## src/rtl/lp_fltr_pkg.sv

```systemverilog
// Shared constants and the EMA update rule for the multi-channel low-pass filter.
// The update uses plain int arithmetic, so any accumulator width up to 30 bits fits.
package lp_fltr_pkg;

  localparam int FRAC_DEF = 4;
  localparam int K_W      = 3;

  // Returns the next accumulator value, clamped to [0, acc_max].
  // The shift on a signed int is arithmetic, which gives floor division by 2^k.
  function automatic int ema_upd(input int acc, input int x, input logic [K_W-1:0] k,
                                 input logic prime, input int acc_max);
    int d;
    int r;
    if (prime) begin
      r = x;
    end else begin
      d = x - acc;
      r = acc + (d >>> k);
    end
    if (r < 0) begin
      r = 0;
    end else if (r > acc_max) begin
      r = acc_max;
    end
    return r;
  endfunction

endpackage

```

## src/rtl/lp_fltr_mc_if.sv

```systemverilog
// Sample-in / sample-out bundle of the multi-channel filter.
// The source side uses master and the filter uses slave.
interface lp_fltr_mc_if
  import lp_fltr_pkg::*;
#(
  parameter int DW = 8,
  parameter int CH = 4
);
  localparam int CHW = (CH > 1) ? $clog2(CH) : 1;

  logic           in_valid;
  logic [CHW-1:0] in_ch;
  logic [DW-1:0]  din;
  logic [K_W-1:0] k;
  logic           bypass;
  logic           out_valid;
  logic [CHW-1:0] out_ch;
  logic [DW-1:0]  dout;

  modport master (output in_valid, in_ch, din, k, bypass,
                  input  out_valid, out_ch, dout);
  modport slave  (input  in_valid, in_ch, din, k, bypass,
                  output out_valid, out_ch, dout);
endinterface

```

## src/rtl/lp_fltr_state.sv

```systemverilog
// Per-channel {primed, acc} registers with one combinational read port, one write port,
// a global clear, and bypass of the value being written this cycle onto the read port.
module lp_fltr_state #(
  parameter int CH  = 4,
  parameter int AW  = 12,
  parameter int CHW = 2
) (
  input  logic           clk,
  input  logic           rst,
  input  logic           ce,
  input  logic           clr,
  input  logic [CHW-1:0] rd_ch,
  output logic [AW-1:0]  rd_acc,
  output logic           rd_primed,
  input  logic           wr_en,
  input  logic [CHW-1:0] wr_ch,
  input  logic [AW-1:0]  wr_acc
);

  logic [AW:0] st_q [CH];

  generate
    for (genvar gi = 0; gi < CH; gi++) begin : g_ch
      logic [AW:0] st_reg;

      always_ff @(posedge clk) begin
        if (rst) begin
          st_reg <= '0;
        end else if (ce) begin
          if (clr) begin
            st_reg <= '0;
          end else if (wr_en && (wr_ch == CHW'(gi))) begin
            st_reg <= {1'b1, wr_acc};
          end
        end
      end

      assign st_q[gi] = st_reg;
    end
  endgenerate

  // A sample being written back this cycle is newer than the stored copy.
  always_comb begin
    rd_acc    = '0;
    rd_primed = 1'b0;
    if (wr_en && (wr_ch == rd_ch)) begin
      rd_acc    = wr_acc;
      rd_primed = 1'b1;
    end else if (int'(rd_ch) < CH) begin
      rd_acc    = st_q[rd_ch][AW-1:0];
      rd_primed = st_q[rd_ch][AW];
    end
  end

endmodule

```

## src/rtl/lp_fltr_mc.sv

```systemverilog
// Time-multiplexed first-order IIR low-pass (EMA) shared across CH interleaved channels.
// Two-stage pipeline: S1 captures the sample and its channel state, S2 updates and outputs.
module lp_fltr_mc
  import lp_fltr_pkg::*;
#(
  parameter int DW   = 8,
  parameter int CH   = 4,
  parameter int FRAC = FRAC_DEF
) (
  input  logic        clk,
  input  logic        rst,
  input  logic        ce,
  input  logic        clr,
  lp_fltr_mc_if.slave bus
);

  localparam int CHW  = (CH > 1) ? $clog2(CH) : 1;
  localparam int AW   = DW + FRAC;
  localparam int AMAX = (1 << AW) - 1;

  logic           s1_valid_reg;
  logic [CHW-1:0] s1_ch_reg;
  logic [DW-1:0]  s1_din_reg;
  logic [K_W-1:0] s1_k_reg;
  logic           s1_bypass_reg;
  logic [AW-1:0]  s1_acc_reg;
  logic           s1_primed_reg;

  logic           out_valid_reg;
  logic [CHW-1:0] out_ch_reg;
  logic [DW-1:0]  dout_reg;

  logic           in_ok;
  logic [AW-1:0]  rd_acc;
  logic           rd_primed;
  logic [AW-1:0]  acc_next;
  logic           prime;

  assign in_ok = bus.in_valid && (int'(bus.in_ch) < CH);
  assign prime = !s1_primed_reg || s1_bypass_reg;

  always_comb begin
    acc_next = AW'(ema_upd(int'(s1_acc_reg), int'({s1_din_reg, {FRAC{1'b0}}}),
                           s1_k_reg, prime, AMAX));
  end

  lp_fltr_state #(
    .CH  (CH),
    .AW  (AW),
    .CHW (CHW)
  ) u_state (
    .clk       (clk),
    .rst       (rst),
    .ce        (ce),
    .clr       (clr),
    .rd_ch     (bus.in_ch),
    .rd_acc    (rd_acc),
    .rd_primed (rd_primed),
    .wr_en     (s1_valid_reg),
    .wr_ch     (s1_ch_reg),
    .wr_acc    (acc_next)
  );

  always_ff @(posedge clk) begin
    if (rst) begin
      s1_valid_reg  <= 1'b0;
      s1_ch_reg     <= '0;
      s1_din_reg    <= '0;
      s1_k_reg      <= '0;
      s1_bypass_reg <= 1'b0;
      s1_acc_reg    <= '0;
      s1_primed_reg <= 1'b0;
      out_valid_reg <= 1'b0;
      out_ch_reg    <= '0;
      dout_reg      <= '0;
    end else if (ce) begin
      if (clr) begin
        // Kill both stages; the incoming sample is discarded.
        s1_valid_reg  <= 1'b0;
        out_valid_reg <= 1'b0;
      end else begin
        s1_valid_reg  <= in_ok;
        s1_ch_reg     <= bus.in_ch;
        s1_din_reg    <= bus.din;
        s1_k_reg      <= bus.k;
        s1_bypass_reg <= bus.bypass;
        s1_acc_reg    <= rd_acc;
        s1_primed_reg <= rd_primed;
        out_valid_reg <= s1_valid_reg;
        if (s1_valid_reg) begin
          out_ch_reg <= s1_ch_reg;
          dout_reg   <= acc_next[AW-1:FRAC];
        end
      end
    end
  end

  assign bus.out_valid = out_valid_reg;
  assign bus.out_ch    = out_ch_reg;
  assign bus.dout      = dout_reg;

endmodule

```

## src/flat_wrapper.sv

```systemverilog
// flat-port wrapper written by rule: the top's interface ports become plain ports
module lp_fltr_mc_flat import lp_fltr_pkg::*;
#(
  parameter int DW   = 8,
  parameter int CH   = 4,
  parameter int FRAC = FRAC_DEF
)
  (clk, rst, ce, clr, bus_in_valid, bus_in_ch, bus_din, bus_k, bus_bypass, bus_out_valid, bus_out_ch, bus_dout);
  lp_fltr_mc_if #(.DW(DW), .CH(CH)) bus_i ();
  input  logic clk;
  input  logic rst;
  input  logic ce;
  input  logic clr;
  input wire logic [$bits(bus_i.in_valid)-1:0] bus_in_valid;
  input wire logic [$bits(bus_i.in_ch)-1:0] bus_in_ch;
  input wire logic [$bits(bus_i.din)-1:0] bus_din;
  input wire logic [$bits(bus_i.k)-1:0] bus_k;
  input wire logic [$bits(bus_i.bypass)-1:0] bus_bypass;
  output wire logic [$bits(bus_i.out_valid)-1:0] bus_out_valid;
  output wire logic [$bits(bus_i.out_ch)-1:0] bus_out_ch;
  output wire logic [$bits(bus_i.dout)-1:0] bus_dout;
  assign bus_i.in_valid = bus_in_valid;
  assign bus_i.in_ch = bus_in_ch;
  assign bus_i.din = bus_din;
  assign bus_i.k = bus_k;
  assign bus_i.bypass = bus_bypass;
  assign bus_out_valid = bus_i.out_valid;
  assign bus_out_ch = bus_i.out_ch;
  assign bus_dout = bus_i.dout;
  lp_fltr_mc #(.DW(DW), .CH(CH), .FRAC(FRAC)) u_core (.clk(clk), .rst(rst), .ce(ce), .clr(clr), .bus(bus_i));
endmodule
```

## config.mk

```make
export PLATFORM = sky130hd
export DESIGN_NAME = lp_fltr_mc_flat
export DESIGN_NICKNAME = d
export VERILOG_FILES = /design/src/rtl/lp_fltr_pkg.sv /design/src/rtl/lp_fltr_mc_if.sv /design/src/rtl/lp_fltr_state.sv /design/src/rtl/lp_fltr_mc.sv /design/src/flat_wrapper.sv
export SDC_FILE = /design/constraint.sdc
export NUM_CORES = 1
export LEC_CHECK = 0
export CORE_UTILIZATION = 45
export DETAILED_ROUTE_END_ITERATION = 16
export PLACE_DENSITY_LB_ADDON = 0.2
export SYNTH_ARGS = -nofsm -noshare
export SYNTH_HDL_FRONTEND = slang
export SYNTH_SLANG_ARGS = --single-unit
```

## constraint.sdc

```tcl
create_clock -name clk -period 8.65 [get_ports clk]
set_input_delay 0.865 -clock clk [delete_from_list [all_inputs] [get_ports clk]]
set_output_delay 0.865 -clock clk [all_outputs]
set_load 0.01 [all_outputs]
```

* Word level (Yosys, flattened, before mapping) *
Cells that the tools add are included.

storage, ports and cells
  flip-flop bits (word level) = 91
  input bits = 19
  output and inout port bits = 11
  logic and storage cells = 62

cells by class
  add/subtract/negate cells = 2
  $lt $le $gt $ge = 3
  equality and inequality tests = 4
  shifts and indexed selects = 1
  mux-type cells = 18
  bitwise gates (word level) = 2
  reduce and logical (&&, ||, !) cells = 18

operators with widths
  kind                                                                           number
  13-bit 2-to-1 mux                                                              10
  12-bit 2-to-1 mux                                                              3
  13-bit by 32-bit adder with 32-bit output                                      1
  32-bit by 13-bit > comparator with 1-bit output, second input constant         1
  32-bit by 1-bit less-than comparator with 1-bit output, second input constant  1
  32-bit 2-to-1 mux                                                              1
  32-bit by 3-bit >>> shifter with 32-bit output                                 1
  13-bit binary-select mux with 2-bit select                                     1
  12-bit by 12-bit subtractor with 13-bit output                                 1
  2-bit AND reduction                                                            5
  2-bit nonzero test                                                             4
  1-bit logical AND                                                              5
  2-bit == test, second input constant                                           2
  3-bit greater-or-equal comparator, second input constant                       1
  1-bit 2-to-1 mux                                                               3
  2-bit NOT with 3-bit output                                                    1
  3-bit AND reduction                                                            1
  2-bit by 1-bit == test with 1-bit output, second input constant                1
  2-bit == test                                                                  1
  2-bit logical NOT                                                              1
  1-bit logical NOT                                                              1
  1-bit logical OR                                                               1
  1-bit NOT                                                                      1

* Longest topological paths before layout *
Gate-level depths: netlist (run 1).

  depth after elaboration = 9
  mapped depth = 28
  gate-level depth less buffers = 27

* Cells and area by module *
Synthesis (run 1) repeated with hierarchy kept, for this count alone.

unflattened totals
  cell total of the unflattened synthesis = 681
  area total of the unflattened synthesis = 5770.5 um^2

by module, submodules not included
  module         times used  cells an instance  area each (um^2)  sequential area each (um^2)
  lp_fltr_mc     1           457                3395.8            780.7
  lp_fltr_state  1           224                2374.8            1041.0

* Worst setup path before layout (run 1) *
No wires, ideal clock.

  path type = register to register
  from = register u_core.s1_acc_reg[4]
  to = register u_core.u_state.g_ch[3].st_reg[8]
  library setup time = 0.117 ns
  data arrival time = 5.236 ns
  required time = 8.533 ns
  path slack = 3.296 ns
  stages on the path, launching flop included = 25
  buffers on the path = 1
  clock period less this slack = 5.354 ns
  path through = dfxtp_1 inv_1 ha_1 nand4bb_1 a2111oi_1 nor2_1 o21ai_0 xor2_1 mux2_2 mux4_2 ha_1 o211ai_1 a21oi_1 o21a_1 o21a_1 nand2_1 ha_1 nand4_1 nor4_1 and2_1 clkbuf_1 inv_1 a21oi_1 a21oi_2 a32o_1

on the way
  longest elaborated chain between the ends = 9
  elaborated cells between the ends (all ways) = 10
  classes of those cells = add/sub: 2; order compare: 2; shift: 1; mux: 5

RTL lines
  what                                             line                 RTL
  start: declaration                               lp_fltr_mc.sv:26     logic [AW-1:0] s1_acc_reg;
  start signal: assignment                         lp_fltr_mc.sv:87     s1_acc_reg <= rd_acc;
  12-bit by 12-bit subtractor with 13-bit output   lp_fltr_pkg.sv:17    d = x - acc;
  32-bit by 3-bit >>> shifter with 32-bit output   lp_fltr_pkg.sv:18    r = acc + (d >>> k);
  13-bit by 32-bit adder with 32-bit output (*)    lp_fltr_pkg.sv:18
  32-bit 2-to-1 mux (*)                            lp_fltr_pkg.sv:14    if (prime) begin
  32-bit by 13-bit > comparator with 1-bit output  lp_fltr_pkg.sv:22    end else if (r > acc_max) begin
  12-bit 2-to-1 mux                                lp_fltr_pkg.sv:22
  12-bit 2-to-1 mux (*)                            lp_fltr_pkg.sv:20    if (r < 0) begin
  13-bit 2-to-1 mux (*)                            lp_fltr_state.sv:32  end else if (wr_en && (wr_ch == CHW'(gi))) begin
  13-bit 2-to-1 mux (*)                            lp_fltr_state.sv:30  if (clr) begin
  end signal: assignment                           lp_fltr_state.sv:33  st_reg <= {1'b1, wr_acc};
  end: declaration                                 lp_fltr_state.sv:24  logic [AW:0] st_reg;

Mark *: on every way between the ends. The rest lies on a longest branch, timed or not. The select of a mux whose other input is x is not followed.
A chain may end at the register's enable or synchronous reset.

* Worst setup path in the final report (run 1) *
  from = register u_core.s1_acc_reg[4]
  to = register u_core.dout_reg[4], in the netlist u_core.bus.dout[4]

on the way
  longest elaborated chain between the ends = 7
  elaborated cells between the ends (all ways) = 8
  classes of those cells = add/sub: 2; order compare: 2; shift: 1; mux: 3

RTL lines
  what                                             line               RTL
  12-bit by 12-bit subtractor with 13-bit output   lp_fltr_pkg.sv:17
  32-bit by 3-bit >>> shifter with 32-bit output   lp_fltr_pkg.sv:18
  13-bit by 32-bit adder with 32-bit output (*)    lp_fltr_pkg.sv:18
  32-bit 2-to-1 mux (*)                            lp_fltr_pkg.sv:14
  32-bit by 13-bit > comparator with 1-bit output  lp_fltr_pkg.sv:22
  12-bit 2-to-1 mux                                lp_fltr_pkg.sv:22
  12-bit 2-to-1 mux (*)                            lp_fltr_pkg.sv:20
  end signal: assignment                           lp_fltr_mc.sv:92   dout_reg <= acc_next[AW-1:FRAC];
  end: declaration                                 lp_fltr_mc.sv:31   logic [DW-1:0] dout_reg;

Mark *: on every way between the ends. The rest lies on a longest branch, timed or not.

==> results of run 1 <==
==> power by group through the flow <==
stage / clock, mW / sequential [mW] / combinational (mW)
2_1_floorplan: 0 / 0.442 / 0.238
3_3_place_gp: 0 / 0.449 / 0.298
3_5_place_dp: 0 / 0.449 / 0.304
4_1_cts: 0.400 / 0.440 / 0.307
5_1_grt: 0.418 / 0.441 / 0.343
6_report: 0.392 / 0.440 / 0.310
==> per-layer routing <==
metal | vias up | global-route usage (%) | share of wire [%]
li1 | 2345 | - | -
met1 | 2353 | 33.0 | 46
met2 | 132 | 40.5 | 47
met3 | 21 | 4.19 | 4.8
met4 | 0 | 7.39 | 1.6
met5 | - | 0 | 0
==> kinds of logic after synthesis <==
logic type	Yosys count	synth area share, %
buf+inv	70	4.97
xor+xnor	18	2.90
simple gates	224	19.3
mux	27	9.44
flops	91	33.5
compound gates	184	23.1
fa+ha+maj	29	6.81
==> final timing paths <==
check                                                       from                                              to  slack, ns  cells past startpoint
setup / recovery               u_core.s1_acc_reg[4]$_SDFFE_PP0P_                 u_core.bus.dout[4]$_SDFFE_PP0P_       2.63                     24
hold / removal    u_core.u_state.g_ch[3].st_reg[10]$_SDFFE_PP0P_  u_core.u_state.g_ch[3].st_reg[10]$_SDFFE_PP0P_       0.46                      2
setup reg to reg               u_core.s1_acc_reg[4]$_SDFFE_PP0P_                 u_core.bus.dout[4]$_SDFFE_PP0P_       2.63                     24
hold reg to reg   u_core.u_state.g_ch[3].st_reg[10]$_SDFFE_PP0P_  u_core.u_state.g_ch[3].st_reg[10]$_SDFFE_PP0P_       0.46                      2
==> critical path, stage by stage, from the launching register on <==
cell and delay, ns:
dfxtp_1 0.36, inv_1 0.10, ha_1 0.41, nand4bb_1 0.15
a2111oi_1 0.47, nor2_1 0.12, o21ai_0 0.22, xor2_1 0.12
mux2_2 0.31, mux4_2 0.48, ha_1 0.36, o211ai_1 0.10
a21oi_1 0.26, o21a_1 0.20, o21a_1 0.16, nand2_1 0.07
ha_1 0.30, nand4_1 0.09, nor4_1 0.55, and2_1 0.43
inv_1 0.07, a21oi_1 0.17, a21oi_2 0.13, a22oi_1 0.18
nor2_1 0.06
==> final cells by class <==
cell class	count	share of cell area [%]
Clock buffer	10	3.77
Sequential cell	91	30.0
Timing Repair Buffer	36	5.56
Inverter	24	1.48
Clock inverter	6	1.07
Multi-Input combinational cell	482	55.2
Tap cell	143	2.95
==> synth_stat cells, types with 4 or more instances <==
cell       n
ha_1      28
a22oi_1   14
mux2_2     4
nor2b_1    5
nor2_1    58
nand3b_1   8
a22o_1    13
a32o_1     5
a31oi_1    6
nand3_1   24
o21ai_0   21
a211oi_1   8
xor2_1    10
mux4_2    19
xnor2_1    8
mux2i_1    4
nand2b_1   7
nor3_1    10
o41ai_1    4
a21oi_1   65
nand2_1   87
o21a_1     7
a221oi_1   8
inv_1     22
clkbuf_1  39
o211ai_1   5
dfxtp_1   91
==> results.yml, run 1 <==
finish:
  stdcell_count: 792
  drive_above_1_share_pct: 9.40
  seqCellArea_um2: 1820
  layout_common_cells: "dfxtp_1 (91), nand2_1 (87), a21oi_1 (65), nor2_1 (58)"
  syn2layout_area_growth_pct: 11.7
  multiInputGateArea_um2: 3350
  final_common_cell: "dfxtp_1"
  num_antenna_cells: 0
  largest_reg_flops: 52
  fin_util_pct: 52.3
  nets: 692
  n_fill_cell: 1114
  design_area_um2: 6070
drt:
  first_pass_iters: 5
  drtIter0Drc: 349
  viasPerCell: 6.13
  vias: 4851
  ant_nets: 0
  drt-total-wl_um: 14500
  drc: 0
  wl_per_cell_um: 18.4
synthesis:
  synth_cell_type_count: 68
  synthArstFlopShare_pct: 0
  syn_area_um2: 5440
  synth-edff-count: 0
  synth_cells: 643
  ys_warn_count: 0
  synth_top_area_cell: "dfxtp_1"
  synth.top_cell.area_share_pct: 33.5
  ys_ff_latch: 91
  synth.avg_cell_area_um2: 8.45
  seq_area_frac_synth_pct: 33.5
  synth_area_leaders: "dfxtp_1 (34%), mux4_2 (7.9%), ha_1 (6.4%)"
  synth_ff_type: "dfxtp_1"
  synth_fp_nets: 691
grt:
  grt_max_degree: 80
  grt_pass1_wl_um: 24300
  grt_pass1_vias: 4654
  gr-total-overflow: 0
  grt_antenna_before_repair: 0
  grt_use_total_pct: 24.6
timing:
  hold_viol_final: 0
  slew_headroom_pct: 16.3
  slew_violations: 0
  finalSetupViolCount: 0
  finalCritPeriodShare_pct: 69.6
  finClkSkew_ns: 0.00933
  fin_hold_ws_ns: 0.455
  totalNegativeSetupSlack_ns: 0
  tightest_slew_ns: 1.25
  period_needed_ns: 6.02
  setup_ws_ns: 2.63
  rsz0062_at_grt: "no"
  fmax_mhz: 166
clocking:
  cts_buffers: 9
  postCtsSetupBuffers: 0
  cts.sink_count: 91
  cts_resized: 0
  clk_pin_slew_ns: 0.06
  ctsHoldBuffers: 0
  clock_latency_ns: 0.35
  cts_tree: "done"
  cts_root_buf: "clkbuf_16"
  htreeDepth: 3
  cts_buffer_depth: 2
placed_design:
  place_area_um2: 5780
  port_buffers: 29
  dp_hpwl_um: 10400
  dp_cells: 776
  place.gp.congestion: 0.930
  preCtsSetupSlack_ns: 2.71
critical_path:
  crit_required_ns: 8.85
  path_max_fanout: 8
  end_kind: "register"
  cp_data_arrival_time_ns: 6.22
  critPathLaunchType: "register"
  crit_type: "register to register"
power_and_ir_drop:
  peakVddDrop_v: 0.000145
  leakage_nw: 2.22
  sequentialPowerShare_pct: 38.5
  power_switching_mw: 0.362
  power.density_nw_per_um2: 188
  power.internal_mw: 0.780
  p_sw_share_pct: 31.7
  p_comb_share_pct: 27.2
  pwr-share-clk_pct: 34.3
  power_mw: 1.14
floorplan:
  initial_core_util_pct: 46.8
  die-area_um2: 12500
  die_h_um: 112
  io_pins: 30
  core_um2: 11600
  row_count: 39
  die_w_um: 112
outcome:
  status: "completed"
run:
  drv_cap: 0
worst_hold_path:
  hold_path.class: "register to register"
No activity file was read; power rests on OpenSTA's default activity.
==> inputs of run 2 (changes only) <==
==> constraint.sdc (replaced) <==
create_clock -name clk -period 5.8 [get_ports clk]
set_input_delay 0.58 -clock clk [delete_from_list [all_inputs] [get_ports clk]]
set_output_delay 0.58 -clock clk [all_outputs]
set_load 0.01 [all_outputs]
==> results.yml, run 2 (synthesis results as in run 1) <==
clocking:
  htreeDepth: 3
  clk_pin_slew_ns: 0.07
  ctsHoldBuffers: 0
  cts_buffer_depth: 2
  cts_tree: "done"
  cts_root_buf: "clkbuf_16"
  cts_buffers: 9
  clock_latency_ns: 0.34
  cts.sink_count: 91
drt:
  first_pass_iters: 5
  drtIter0Drc: 330
  viasPerCell: 6.14
  drc: 0
  ant_nets: 0
  wl_per_cell_um: 19.0
  drt-total-wl_um: 15200
  vias: 4910
placed_design:
  place_area_um2: 5820
  dp_cells: 782
  place.gp.congestion: 0.932
  dp_hpwl_um: 10800
  port_buffers: 29
critical_path:
  cp.depth: 23
  crit_end: "u_core.u_state.g_ch[0].st_reg[9]$_SDFFE_PP0P_"
  path_buf_inv: 1
  r2r_slack_ns: 0.26
  crit_start: "u_core.s1_acc_reg[4]$_SDFFE_PP0P_"
  slowest_stage: "mux4_2"
  reg2reg_from: "u_core.s1_acc_reg[4]$_SDFFE_PP0P_"
  rr_worst_depth: 23
  path_max_fanout: 8
  critPathLaunchType: "register"
  end_kind: "register"
  critPathMaxStageDelay_ns: 0.51
  cp_top_family: "simple AND/OR/NAND/NOR gates"
  cp_cell_sequence: "inv_1 > ha_1 > nand4bb_1 > a2111oi_4 > nor2_1 > o21ai_0 > xor2_1 > nand2_1 > nand2_1 > mux4_2 > ha_1 > a21oi_1 > o211ai_1 > a221oi_2 > nand3b_1 > nand3_1 > ha_1 > nand4_1 > nor4_2 > and2_4 > and3_4 > or3_4 > o41ai_2"
  crit_required_ns: 6.05
  r2r_end: "u_core.u_state.g_ch[0].st_reg[9]$_SDFFE_PP0P_"
  crit_type: "register to register"
  cp_data_arrival_time_ns: 5.79
  path_common_cell: "ha_1"
timing:
  finClkSkew_ns: 0.00759
  tightest_slew_ns: 0.943
  finalSetupViolCount: 0
  finalCritPeriodShare_pct: 95.6
  fmax_mhz: 180
  slew_violations: 0
  hold_viol_final: 0
  period_needed_ns: 5.54
  fin_hold_ws_ns: 0.450
  slew_headroom_pct: 37.2
floorplan:
  core_um2: 11600
  die_h_um: 112
  io_pins: 30
  row_count: 39
  initial_core_util_pct: 46.8
  die_w_um: 112
  die-area_um2: 12500
grt:
  gr-total-overflow: 0
  grt_max_degree: 79
  grt_antenna_before_repair: 0
  grt_pass1_wl_um: 24900
  grt_use_total_pct: 24.9
  grt_pass1_vias: 4868
worst_hold_path:
  hold_path.class: "register to register"
finish:
  nets: 700
  design_area_um2: 6230
  stdcell_count: 800
  syn2layout_area_growth_pct: 14.6
  drive_above_1_share_pct: 11.7
  n_fill_cell: 1130
  num_antenna_cells: 0
  final_common_cell: "dfxtp_1"
  largest_reg_flops: 52
  layout_common_cells: "dfxtp_1 (91), nand2_1 (87), a21oi_1 (64), nor2_1 (58)"
  fin_util_pct: 53.6
power_and_ir_drop:
  power.density_nw_per_um2: 286
  peakVddDrop_v: 0.000155
  leakage_nw: 2.28
outcome:
  status: "completed"
run:
  drv_cap: 0
[run 2: worst reg2reg max path: stages, from the launching register on]
cell and delay, ns:
dfxtp_1 0.37, inv_1 0.09, ha_1 0.41, nand4bb_1 0.22
a2111oi_4 0.37, nor2_1 0.11, o21ai_0 0.20, xor2_1 0.13
nand2_1 0.09, nand2_1 0.07, mux4_2 0.51, ha_1 0.35
a21oi_1 0.26, o211ai_1 0.16, a221oi_2 0.36, nand3b_1 0.18
nand3_1 0.13, ha_1 0.24, nand4_1 0.12, nor4_2 0.06
and2_4 0.20, and3_4 0.20, or3_4 0.36, o41ai_2 0.26
[run 2: power breakdown]
| group | internal (mW) | switching [mW] |
|---|---|---|
| Combinational | 0.200 | 0.289 |
| Clock | 0.380 | 0.257 |
| Sequential | 0.638 | 0.0166 |
[run 2: worst min-delay path by stage]
stage | startpoint | end | depth (start not counted)
5_1_grt | u_core.u_state.g_ch[1].st_reg[4]$_SDFFE_PP0P_ | u_core.u_state.g_ch[1].st_reg[4]$_SDFFE_PP0P_ | 2
4_1_cts | u_core.u_state.g_ch[1].st_reg[6]$_SDFFE_PP0P_ | u_core.u_state.g_ch[1].st_reg[6]$_SDFFE_PP0P_ | 2
3_5_place_dp | u_core.u_state.g_ch[2].st_reg[10]$_SDFFE_PP0P_ | u_core.u_state.g_ch[2].st_reg[10]$_SDFFE_PP0P_ | 2
6_report | u_core.u_state.g_ch[1].st_reg[6]$_SDFFE_PP0P_ | u_core.u_state.g_ch[1].st_reg[6]$_SDFFE_PP0P_ | 2
3_3_place_gp | u_core.u_state.g_ch[2].st_reg[9]$_SDFFE_PP0P_ | u_core.u_state.g_ch[2].st_reg[9]$_SDFFE_PP0P_ | 2
2_1_floorplan | u_core.u_state.g_ch[2].st_reg[10]$_SDFFE_PP0P_ | u_core.u_state.g_ch[2].st_reg[10]$_SDFFE_PP0P_ | 2
[run 2: layer usage]
layer / track usage (%) / vias to the layer above / wire length, µm
met1: 32.9 / 2371 / 6870
li1: - / 2362 / -
met5: 0 / - / 0
met3: 4.52 / 24 / 814
met4: 9.10 / 0 / 295
met2: 40.8 / 153 / 7210
[run 2: what timing repair did]
action,in CTS,in global routing
gates resized for setup,2,9
setup endpoints to repair,6,59
buffers inserted,0,2
endpoints found under the hold margin,0,0
pin swaps,0,1
[run 2: cell type report]
cell class                      count  area (µm²)  share of cell area (%)
Clock inverter                      7        97.6                    1.57
Sequential cell                    91        1820                    29.2
Clock buffer                        9         225                    3.62
Timing Repair Buffer               44         398                    6.39
Inverter                           24        90.1                    1.45
Multi-Input combinational cell    482        3420                    54.9
Tap cell                          143         179                    2.87
[run 2: per-stage QoR]
step	power, mW	setup TNS, ns	setup WS (ns)
floorplan	1.01	0	0.446
global placement	1.12	0	0.0795
detailed placement	1.13	-0.166	-0.0967
CTS	1.77	0	0.0119
global route	1.87	-0.0683	-0.0280
finish	1.78	0	0.256
